File: src/rtl/wb_pkg.sv
// Shared constants for the writeback stage: source-select encodings and
// default sizing of the datapath and output queue.
package wb_pkg;

  localparam logic [1:0] SRC_MDR   = 2'd0;
  localparam logic [1:0] SRC_ALU   = 2'd1;
  localparam logic [1:0] SRC_IMM   = 2'd2;
  localparam logic [1:0] SRC_INPUT = 2'd3;

  localparam int DEF_DATA_W    = 16;
  localparam int DEF_IMM_W     = 8;
  localparam int DEF_OUT_DEPTH = 4;

endpackage

File: src/rtl/wb_out_fifo.sv
// Synchronous FIFO holding accumulator snapshots for the output consumer.
// A push while full is taken only when a pop frees the head in the same cycle;
// a pop while empty is ignored. rdata reads 0 whenever the queue is empty.
module wb_out_fifo
  import wb_pkg::*;
#(
  parameter int DATA_W = DEF_DATA_W,
  parameter int DEPTH  = DEF_OUT_DEPTH
) (
  input  logic                       clk,
  input  logic                       reset,
  input  logic                       push,
  input  logic                       pop,
  input  logic [DATA_W-1:0]          wdata,
  output logic [DATA_W-1:0]          rdata,
  output logic                       full,
  output logic                       empty,
  output logic [$clog2(DEPTH+1)-1:0] count
);

  localparam int AW = $clog2(DEPTH);
  localparam int CW = $clog2(DEPTH + 1);

  logic [DATA_W-1:0] mem [DEPTH];
  logic [AW-1:0]     wr_ptr;
  logic [AW-1:0]     rd_ptr;
  logic              pop_ok;
  logic              push_ok;

  assign empty   = (count == '0);
  assign full    = (count == CW'(DEPTH));
  assign pop_ok  = pop & ~empty;
  assign push_ok = push & (~full | pop_ok);
  assign rdata   = empty ? '0 : mem[rd_ptr];

  // Storage array: written at the tail, never reset (contents gated by count)
  always_ff @(posedge clk) begin
    if (push_ok) begin
      mem[wr_ptr] <= wdata;
    end
  end

  // Pointers and occupancy; depth is a power of two so pointers wrap naturally
  always_ff @(posedge clk) begin
    if (reset) begin
      wr_ptr <= '0;
      rd_ptr <= '0;
      count  <= '0;
    end else begin
      if (push_ok) wr_ptr <= wr_ptr + AW'(1);
      if (pop_ok)  rd_ptr <= rd_ptr + AW'(1);
      case ({push_ok, pop_ok})
        2'b10:   count <= count + CW'(1);
        2'b01:   count <= count - CW'(1);
        default: count <= count;
      endcase
    end
  end

endmodule

File: src/rtl/writeback_stage_q.sv
// Writeback stage: selects a source, updates the accumulator (full load,
// LLI or SLLI), and queues accumulator snapshots for a valid/ready consumer.
// Optional feature macro: WB_FLAGS_EN adds registered zero_flag / neg_flag.
module writeback_stage_q
  import wb_pkg::*;
#(
  parameter int DATA_W    = DEF_DATA_W,
  parameter int IMM_W     = DEF_IMM_W,
  parameter int OUT_DEPTH = DEF_OUT_DEPTH
) (
  input  logic                           CLK,
  input  logic                           reset,
  input  logic [DATA_W-1:0]              in_data,
  input  logic [DATA_W-1:0]              mdr_out,
  input  logic [DATA_W-1:0]              alu_out,
  input  logic [DATA_W-1:0]              imm_out,
  input  logic [1:0]                     regsrc,
  input  logic                           regw,
  input  logic                           isLLI,
  input  logic                           isSLLI,
  input  logic                           outputw,
  output logic [DATA_W-1:0]              acc_out,
  output logic                           stall,
  output logic [DATA_W-1:0]              out_data,
  output logic                           out_valid,
  input  logic                           out_ready,
`ifdef WB_FLAGS_EN
  output logic                           zero_flag,
  output logic                           neg_flag,
`endif
  output logic [$clog2(OUT_DEPTH+1)-1:0] out_count
);

  logic [DATA_W-1:0] src;
  logic [DATA_W-1:0] acc_nxt;
  logic              acc_wr;
  logic              fifo_full;
  logic              fifo_empty;
  logic              pop;
  logic              push;

  assign out_valid = ~fifo_empty;
  assign pop       = out_valid & out_ready;
  // Reset takes priority, so the stage never reports a stall while in reset
  assign stall     = ~reset & outputw & fifo_full & ~pop;
  assign acc_wr    = regw & ~stall;
  assign push      = outputw & ~stall;

  // Writeback source selection
  always_comb begin
    src = mdr_out;
    case (regsrc)
      SRC_MDR:   src = mdr_out;
      SRC_ALU:   src = alu_out;
      SRC_IMM:   src = imm_out;
      SRC_INPUT: src = in_data;
      default:   src = mdr_out;
    endcase
  end

  // Next accumulator value; LLI wins if both immediate modes are asserted
  always_comb begin
    acc_nxt = src;
    if (isLLI) begin
      acc_nxt = {acc_out[DATA_W-1:IMM_W], src[IMM_W-1:0]};
    end else if (isSLLI) begin
      acc_nxt = {acc_out[DATA_W-IMM_W-1:0], src[IMM_W-1:0]};
    end
  end

  // Accumulator register, updated only on an accepted write
  always_ff @(posedge CLK) begin
    if (reset) begin
      acc_out <= '0;
    end else if (acc_wr) begin
      acc_out <= acc_nxt;
    end
  end

`ifdef WB_FLAGS_EN
  // Status flags track the value written by each accepted accumulator write
  always_ff @(posedge CLK) begin
    if (reset) begin
      zero_flag <= 1'b0;
      neg_flag  <= 1'b0;
    end else if (acc_wr) begin
      zero_flag <= (acc_nxt == '0);
      neg_flag  <= acc_nxt[DATA_W-1];
    end
  end
`endif

  // The snapshot pushed is the accumulator before any same-cycle write
  wb_out_fifo #(
    .DATA_W (DATA_W),
    .DEPTH  (OUT_DEPTH)
  ) u_out_fifo (
    .clk   (CLK),
    .reset (reset),
    .push  (push),
    .pop   (pop),
    .wdata (acc_out),
    .rdata (out_data),
    .full  (fifo_full),
    .empty (fifo_empty),
    .count (out_count)
  );

endmodule

File: config.mk
export PLATFORM = sky130hd
export DESIGN_NAME = writeback_stage_q
export DESIGN_NICKNAME = d
export VERILOG_FILES = /design/src/rtl/wb_pkg.sv /design/src/rtl/wb_out_fifo.sv /design/src/rtl/writeback_stage_q.sv
export SDC_FILE = /design/constraint.sdc
export NUM_CORES = 1
export LEC_CHECK = 0
export ABC_AREA = 0
export CAP_MARGIN = 30
export CORE_MARGIN = 3
export CORE_UTILIZATION = 53
export DETAILED_ROUTE_END_ITERATION = 10
export GPL_TIMING_DRIVEN = 0
export HOLD_SLACK_MARGIN = 0.02
export PLACE_DENSITY = 0.82
export SYNTH_ARGS = -nofsm -noshare
export SYNTH_HDL_FRONTEND = slang
export SYNTH_SLANG_ARGS = --single-unit
export TNS_END_PERCENT = 10
File: constraint.sdc
create_clock -name CLK -period 6.9 [get_ports CLK]
set_clock_uncertainty 0.05 [all_clocks]
set_input_delay 0.69 -clock CLK [delete_from_list [all_inputs] [get_ports CLK]]
set_output_delay 0.69 -clock CLK [all_outputs]
set_load 0.05 [all_outputs]
==> impl_metrics.yaml <==
floorplanning:
  rows: 31
  initial_core_util_pct: 56.28
  die_x_um: 95.16
  core_region_area_mm2: 0.007486
  die_h_um: 95.16
  dieArea_mm2: 0.009054
  boundaryPins: 110
global_route:
  grt.overflow.total: 0
  grt.total_usage_pct: 20.50
  grt_max_degree: 17
  grt_first_pass_wirelength_mm: 13.58
  grt_pass1_vias: 2720
  grt_antenna_before_repair: 0
power:
  p_sw_uw: 614.8
  power_mw: 1.676
  sequentialPowerShare_pct: 39.9
  p_clk_share_pct: 18.1
  swShare_pct: 36.67
  vdd_ir_drop_max_mv: 0.1133
  leakage_nw: 1.947
  power_frac_comb_pct: 42.1
  power_density_mw_per_mm2: 301.8
  intPower_mw: 1.062
critical_path:
  required_ps: 6160
  endpoint_kind: "output pin"
  startpoint_type: "input pin"
  cp.arrival_ps: 2770
  reg2reg_to: "u_out_fifo.count[2]$_SDFFE_PP0P_"
  r2r_cells: 8
  r2r_slack_ps: 4410
  worst_r2r_startpoint: "u_out_fifo.count[0]$_SDFFE_PP0P_"
  critPathKind: "in2out"
  cp_max_fo: 9
final_layout:
  diodes: 0
  final_core_util_pct: 74.19
  syn_to_final_growth_pct: 31.84
  drive_gt1_share_pct: 18.91
  final_nets: 460
  final_cell_count_no_fill: 485
  fin_area_mm2: 0.005554
yosys:
  synthAdderAreaFrac_pct: 1.960
  synth_xor_area_share_pct: 1.218
  syn_area_mm2: 0.004213
  synth_top_family_by_area: "multiplexers"
  muxShareOfSynthArea_pct: 18.53
  synth-compound-area-share_pct: 7.069
  syn-num-nets: 344
  synthSimpleGateAreaFrac_pct: 10.48
  synth_top_flop_cell: "edfxtp_1"
  postSynthAreaPerCell_um2: 15.90
  ys_seq_elements: 89
  yosysWarnings: 0
  ys_seq_area_share_pct: 57.50
  synth_cells: 265
  synth_cell_type_count: 36
  synth_edf_count: 64
  async_flop_share_pct: 0
placed_design:
  gp_congestion: 0.8182
  dpl_cell_area_mm2: 0.005388
  portBuffers: 105
  dpl_worst_slack_ps: 3397
  placed_cells: 469
  dp_hpwl_mm: 6.475
timing:
  fmax_mhz: 284.5
  finalCriticalPeriod_ps: 3515
  finalHoldViolCount: 0
  setup_viol: 0
  rsz0062_at_grt: "false"
  worst_hold_slack_ps: 458.5
  maxSlewHeadroom_pct: 44.02
  drv_slew: 0
  setup_tns_ps: 0
  fin_ws_ps: 3385
  min_period_over_period_pct: 50.94
  max_slew.worst_pin.slew_ps: 839.6
routing:
  drt-met1-wl_mm: 3.386
  wl_met2_mm: 4.328
  via_count: 2588
  first_pass_iters: 4
  drt_iter0_drc: 128
  route.detailed.drc: 0
  wl_mm: 8.421
  highest_layer: "met4"
  ant_nets: 0
  wl_met3_um: 596
  drt-wirelength-per-cell_um: 17.36
  viasPerCell: 5.336
clocking:
  postCtsHoldBufs: 0
  cts_tree: "yes"
  htree_num_levels: 3
  root_buffer: "clkbuf_8"
  path_clk_slew_ps: 80
  postCtsResizedCells: 0
  clk_latency_ps: 340
  cts_buffer_depth: 2
  cts_inserted_buffers: 9
  cts_setup_buffers: 0
  clock-sinks: 89
min_path:
  min_to: "u_out_fifo.wr_ptr[1]$_SDFFE_PP0P_"
  min_from: "u_out_fifo.wr_ptr[1]$_SDFFE_PP0P_"
  hold_depth: 2
  hold_class: "reg2reg"
status:
  outcome: "complete, no violations"
job:
  drv_cap: 0
-- power by group through the flow --
stage | logic, mW | clock network, mW | registers, mW
finish | 0.706 | 0.303 | 0.668
CTS | 0.715 | 0.307 | 0.669
floorplan | 0.447 | 0 | 0.716
detailed placement | 0.714 | 0 | 0.681
global route | 0.753 | 0.332 | 0.676
global placement | 0.703 | 0 | 0.677
-- Yosys cell counts, types with 2 or more instances --
cell type	instances	area share (%)
edfxtp_1	64	46
nor2_1	30	2.7
dfxtp_1	25	12
mux2i_1	24	5.7
mux4_2	24	13
and2_1	16	2.4
o21ai_0	9	1.1
a2111oi_4	8	5.2
nor3_2	8	1.9
buf_4	6	1.1
ha_1	5	1.5
inv_1	5	0.45
and3_1	4	0.59
buf_2	4	0.48
a21oi_1	3	0.36
clkbuf_1	3	0.27
xor2_1	3	0.62
and2_4	2	0.42
buf_6	2	0.53
nand3_1	2	0.24
nor2b_1	2	0.30
or3_1	2	0.30
-- worst max path at each step --
stage / startpoint / endpoint / slack, ps / cells past startpoint
after floorplan: u_out_fifo.count[0]$_SDFFE_PP0P_ / out_data[10] / 3990 / 4
after global placement: outputw / stall / 3430 / 5
after detailed placement: outputw / stall / 3400 / 5
after CTS: outputw / stall / 3390 / 5
after global routing: outputw / stall / 3310 / 5
final: outputw / stall / 3390 / 5
-- layout by cell type (no fill, tap or decap), drive strengths merged, types with 4 or more instances in the layout --
master and n:
clkdlybuf4s50 105, edfxtp 64, nor2 31, dfxtp 25, mux4 24, mux2i 24, and2 18, clkbuf 15
buf 14, o21ai 9, a2111oi 8, nor3 8, inv 5, ha 5, and3 4
-- final cells by class --
cell class | count | area (µm²)
inverter | 5 | 18.77
sequential | 89 | 2422
tap | 99 | 123.9
clock inverter | 4 | 21.27
buffer | 17 | 117.6
timing repair buffer | 105 | 1051
multi-input combinational | 154 | 1654
clock buffer | 12 | 145.1
fill | 471 | 1932
-- metal layers --
metal	up-vias	global-route usage (%)
met4	0	8.173
met2	112	34.52
li1	1234	-
met5	-	0
met1	1231	25.43
met3	11	5.051
-- sequential cells by signal (all words and copies together), names as in the netlist, named ones only --
signal and flops:
u_out_fifo.wr_ptr 2, u_out_fifo.rd_ptr 2, u_out_fifo.count 3, acc_out 16, u_out_fifo.mem 64
-- critical path, cell delays in order --
cell and delay [ps]:
clkdlybuf4s50_1 610, nor2b_1 280, and2_4 190, buf_8 170, clkdlybuf4s50_1 840
-- kinds of logic (layout without fill, tap and decap cells) --
logic type	count (synthesis)	count (layout)
buf+inv	22	143
mux	48	48
fa+ha+maj	6	6
flops	89	89
simple gates	73	73
compound gates	22	22
xor+xnor	5	5
Note: power is estimated with default switching activity, not from simulation.
